$ cat src/rtl/regwb_queue.sv
// Write-back queue in front of the 16x16 register file: buffers results, issues one
// write per cycle when the port is free, and forwards pending values to decode readers.
module regwb_queue #(
  parameter int DEPTH  = 4,
  parameter int DATA_W = 16,
  parameter int REG_W  = 4
) (
  input  logic                         clk,
  input  logic                         rst,
  input  logic                         enq_valid,
  output logic                         enq_ready,
  input  logic [REG_W-1:0]             enq_reg,
  input  logic [DATA_W-1:0]            enq_data,
  input  logic                         drain_en,
  output logic                         WriteReg,
  output logic [REG_W-1:0]             DstReg,
  output logic [DATA_W-1:0]            DstData,
  input  logic [REG_W-1:0]             SrcReg1,
  input  logic [REG_W-1:0]             SrcReg2,
  output logic                         fwd1_hit,
  output logic                         fwd2_hit,
  output logic [DATA_W-1:0]            fwd1_data,
  output logic [DATA_W-1:0]            fwd2_data,
  output logic [$clog2(DEPTH+1)-1:0]   count
);

  localparam int PTR_W = $clog2(DEPTH);
  localparam int CNT_W = $clog2(DEPTH+1);

  logic [REG_W-1:0]  mem_reg_q  [DEPTH];
  logic [DATA_W-1:0] mem_data_q [DEPTH];
  logic [DEPTH-1:0]  vld_q, vld_d;
  logic [PTR_W-1:0]  head_q, head_d;
  logic [PTR_W-1:0]  tail_q, tail_d;
  logic [CNT_W-1:0]  count_q, count_d;
  logic              push, pop;

  // Writes to r0 complete the handshake but never occupy a slot.
  assign enq_ready = (count_q < CNT_W'(DEPTH));
  assign push      = enq_valid && enq_ready && (enq_reg != '0);
  assign pop       = WriteReg;

  assign WriteReg  = (count_q != '0) && drain_en;
  assign DstReg    = (count_q != '0) ? mem_reg_q[head_q]  : '0;
  assign DstData   = (count_q != '0) ? mem_data_q[head_q] : '0;
  assign count     = count_q;

  always_comb begin
    head_d  = head_q;
    tail_d  = tail_q;
    vld_d   = vld_q;
    count_d = count_q;
    if (pop) begin
      head_d        = head_q + PTR_W'(1);
      vld_d[head_q] = 1'b0;
    end
    if (push) begin
      tail_d        = tail_q + PTR_W'(1);
      vld_d[tail_q] = 1'b1;
    end
    case ({push, pop})
      2'b10:   count_d = count_q + CNT_W'(1);
      2'b01:   count_d = count_q - CNT_W'(1);
      default: count_d = count_q;
    endcase
  end

  always_ff @(posedge clk or negedge rst) begin
    if (!rst) begin
      head_q  <= '0;
      tail_q  <= '0;
      count_q <= '0;
      vld_q   <= '0;
    end else begin
      head_q  <= head_d;
      tail_q  <= tail_d;
      count_q <= count_d;
      vld_q   <= vld_d;
    end
  end

  always_ff @(posedge clk) begin
    if (push) begin
      mem_reg_q[tail_q]  <= enq_reg;
      mem_data_q[tail_q] <= enq_data;
    end
  end

  // Walk oldest to youngest so the last match seen is the youngest pending value.
  function automatic logic [DATA_W:0] fwd_lookup(input logic [REG_W-1:0] src);
    logic [DATA_W:0]  res;
    logic [PTR_W-1:0] idx;
    res = '0;
    for (int i = 0; i < DEPTH; i++) begin
      idx = head_q + PTR_W'(i);
      if (vld_q[idx] && (src != '0) && (mem_reg_q[idx] == src))
        res = {1'b1, mem_data_q[idx]};
    end
    return res;
  endfunction

  always_comb begin
    {fwd1_hit, fwd1_data} = fwd_lookup(SrcReg1);
    {fwd2_hit, fwd2_data} = fwd_lookup(SrcReg2);
  end

endmodule

$ cat config.mk
export PLATFORM = sky130hd
export DESIGN_NAME = regwb_queue
export DESIGN_NICKNAME = d
export VERILOG_FILES = /design/src/rtl/regwb_queue.sv
export SDC_FILE = /design/constraint.sdc
export NUM_CORES = 1
export LEC_CHECK = 0
export BUFFER_PORTS_ARGS = -buffer_cell sky130_fd_sc_hd__buf_2
export CAP_MARGIN = 0
export CELL_PAD_IN_SITES_DETAIL_PLACEMENT = 0
export CELL_PAD_IN_SITES_GLOBAL_PLACEMENT = 1
export CORE_ASPECT_RATIO = 1.1
export CORE_UTILIZATION = 54
export CTS_BUF_LIST = sky130_fd_sc_hd__clkbuf_4 sky130_fd_sc_hd__clkbuf_8
export CTS_CLUSTER_DIAMETER = 50
export CTS_CLUSTER_SIZE = 25
export DETAILED_ROUTE_END_ITERATION = 10
export GPL_TIMING_DRIVEN = 1
export PLACE_DENSITY_LB_ADDON = 0.1
export SETUP_SLACK_MARGIN = 0.15
export SYNTH_ARGS = -nofsm -noshare
export SYNTH_HDL_FRONTEND = slang
export SYNTH_SLANG_ARGS = --single-unit
$ cat constraint.sdc
create_clock -name clk -period 11.7 [get_ports clk]
set_input_delay 2.34 -clock clk [delete_from_list [all_inputs] [get_ports clk]]
set_output_delay 2.34 -clock clk [all_outputs]
set_load 0.005 [all_outputs]
==> summary.md <==
| Metric | Value |
|---|---|
| Run status | completed |
| Cts repair resizes | 0 |
| Initial antenna violation count | 0 |
| Cells after Synth | roughly 520 |
| Critical path startpoint category | primary input |
| FF/Latch Area | 0.00268 sq mm |
| Post-synthesis average cell area | 13.5 sq um |
| Final instance area | approximately 0.0076 sq mm |
| FF-to-FF End | vld_q[1] |
| Critical Path End | fwd1_data[13] |
| Fillers | between 1000 and 1500 |
| Most used cell, CP | buf_2 |
| Arr. time, crit path | roughly 5 ns |
| Synth area leaders | edfxtp_1, mux4_2, dfrtp_1 |
| Worst slew pin tran | approximately 1.2 ns |
| Final wirelength | 17400 microns |
| Post-CTS Setup Bufs | 0 |
| CTS tree | built |
| Drt wl/cell | roughly 24 microns |
| Reg clk slew, reported paths | 0.08 ns |
| Nets | between 600 and 700 |
| Clock latency at the later pin of the worst-skew pair | 0.35 ns |
| Post-Syn Area | between 0.006 and 0.007 sq mm |
| Delay-heaviest family, CP | simple AND/OR/NAND/NOR gates |
| Initial DRC Count | approximately 570 |
| Vias per Instance | 6.81 |
| Antenna Cells | 0 |
| Starting density of the core | 0.552 |
| Crit path launch | SrcReg1[0] |
| Via Count | 5013 |
| FMAX | ~140 MHz |
| Synth unique cells | 53 |
| Clock Tree Buf Depth | 2 |
| Critical path's slowest cell | nor2_2 |
| Vias in the first global route | 4666 |
| Tmin final | around 7.3 ns |
| Clock Skew | approximately 0.0057 ns |
| CTS sink count | just over 90 |
| Setup TNS | 0 ns |
| Largest net degree at the start of global routing | 59 |
| Final setup vio count | 0 |
| Setup WS pre-CTS | between 4 and 5 ns |
| Unrepaired setup endpoints after global routing | false |
| Multi-input logic area | roughly 0.004 sq mm |
| CP required | about 9.4 ns |
| H-tree depth | 3 |
| CTS Buf Count | 9 |
| CP cell instances | buf_2 -> or4_1 -> and3_1 -> and4_1 -> nor2_2 -> a311oi_2 -> buf_2 |
| Top-area cell type share of the netlist area | 0.346 |
| Reg2reg start | head_q[0] |
| Fraction of layout cells with a size suffix above 1 | 0.401 |
| Crit Path Category | in2out |
| Post-synth EDFFs | 80 |
| Die Wd | approximately 110 microns |
| Gr usage total | 0.275 |
| Sequential share of the synthesized area | 0.385 |
| CP Buf/Inv Count | 2 |
| Ys Warns | 0 |
| Crit path max fanout | 17 |
| # hold bufs at CTS | 0 |
| Worst path depth | 7 |
| Die area | between 0.01 and 0.015 sq mm |
| Clk root buf | clkbuf_8 |
| Count leader, synth | mux4_2 |
| Number of port buffers | 90 |
| Final Util | 0.601 |
| IO Pins | a little over 90 |
| Final Cycle Share | 0.628 |
| Fin. max-slew vios | 0 |
| DRC viols | 0 |
| Worst stage delay on the critical path | about 0.81 ns |
| Area growth from synthesis to final layout | 8.95% |
| Placed inst area | ~0.0074 sq mm |
| DPL Wire Length | ~13000 microns |
| Die span in y | roughly 120 microns |
| Max-slew headroom | 0.227 |
| Pleak | 2.66 nW |
| R2R Setup Slk | 9.51 ns |
| Post-synth ARST share | 0.121 |
| 1st-pass router iterations | 5 |
| Final worst slack | between 4 and 5 ns |
| Largest area contributor in the netlist | edfxtp_1 |
| Leading register cell type out of synthesis | edfxtp_1 |
| Hold WS | 0.553 ns |
| RePlAce Congestion | between 0.9 and 1 |
| Post-route ant nets | 0 |
| Row cnt | 43 |
| Hold Path Class | reg2reg |
| Mapped Nets | roughly 560 |
| First-pass GRT wire length | 26500 microns |
| Total core area | 0.0126 sq mm |
| Top cells by count, synth | mux4_2, edfxtp_1, nor2_1 |
| Final hold viol count | 0 |
| Maxcap violations | 0 |
| Pwr Density | between 200 and 300 mW/mm^2 |
| Synth Register Bits | just over 90 |
| Worst Reg-to-Reg Cells | 4 |
| Crit path capture type | primary output |
| Max IR drop VDD | between 300 and 400 uV |
| GR Overflow Total | 0 |
worst min-delay path by stage:
stage | start | endpoint | slack [ns] | cells past startpoint
detailed placement | vld_q[2] | vld_q[2] | 0.53 | 1
finish | vld_q[2] | vld_q[2] | 0.55 | 1
global route | vld_q[3] | vld_q[3] | 0.57 | 1
floorplan | vld_q[2] | vld_q[2] | 0.50 | 1
CTS | vld_q[2] | vld_q[2] | 0.55 | 1
global placement | vld_q[2] | vld_q[2] | 0.52 | 1
logic make-up (layout without fill, tap and decap cells):
| family | after synthesis | count (layout) | synth area share |
|---|---|---|---|
| buf+inv | 65 | 128 | 0.0447 |
| flops | 91 | 91 | 0.385 |
| compound gates | 62 | 62 | 0.0949 |
| mux | 85 | 85 | 0.275 |
| fa+ha+maj | 10 | 10 | 0.0191 |
| simple gates | 166 | 166 | 0.130 |
| xor+xnor | 37 | 37 | 0.0510 |
per-layer routing:
layer	share of wire	GRT usage
met3	0.11	0.0575
met1	0.44	0.436
met5	0	0
met2	0.43	0.391
met4	0.011	0.0633
area by class of cell:
| type | instances | share of cell area |
|---|---|---|
| multi-input cells | 360 | 0.525 |
| flip-flops and latches | 91 | 0.354 |
| repair buffers | 98 | 0.0674 |
| well taps | 157 | 0.0259 |
| clock buffers | 9 | 0.0164 |
| inverters | 14 | 0.00694 |
| clock inverters | 7 | 0.00463 |
power by group:
group          internal (W)  switching (W)
Combinational      0.000655       0.000759
Sequential         0.000416      0.0000630
Clock             0.0000741      0.0000979
Total               0.00115       0.000920
cells in the final DEF, fill, tap and decap left out, types with 3 or more instances in the layout:
master	count
a211oi_1	7
a211oi_2	8
a21o_1	4
a221o_1	4
a221oi_1	7
a221oi_2	8
a311oi_1	3
a311oi_2	9
and2_1	5
and3_1	9
buf_2	90
buf_4	8
clkbuf_8	9
clkinv_1	3
clkinv_2	3
dfrtp_1	10
edfxtp_1	80
ha_1	8
inv_1	14
mux4_1	3
mux4_2	81
nand2_1	22
nand2b_1	15
nand3_1	20
nor2_1	35
nor2b_1	16
nor3_1	12
nor4_1	15
o41ai_1	4
or4_1	3
xnor2_1	25
xnor2_2	3
xor2_1	8
state kept, by name (all words and copies together), names as in the netlist:
| register | count |
|---|---|
| vld_q | 4 |
| mem_data_q | 64 |
| count | 3 |
| head_q | 2 |
| tail_q | 2 |
| mem_reg_q | 16 |
worst reg2reg max path, stage by stage, from the launching register on:
cell	delay, ns
dfrtp_4	0.73
buf_4	0.83
ha_1	0.27
nand2_1	0.05
a21o_1	0.19
stage by stage:
stage               power [W]  std cells
global placement      0.00188        720
floorplan             0.00151        516
global route          0.00220        736
finish                0.00206        736
CTS                   0.00206        736
detailed placement    0.00189        720
Power figures use the tool's default switching activity.
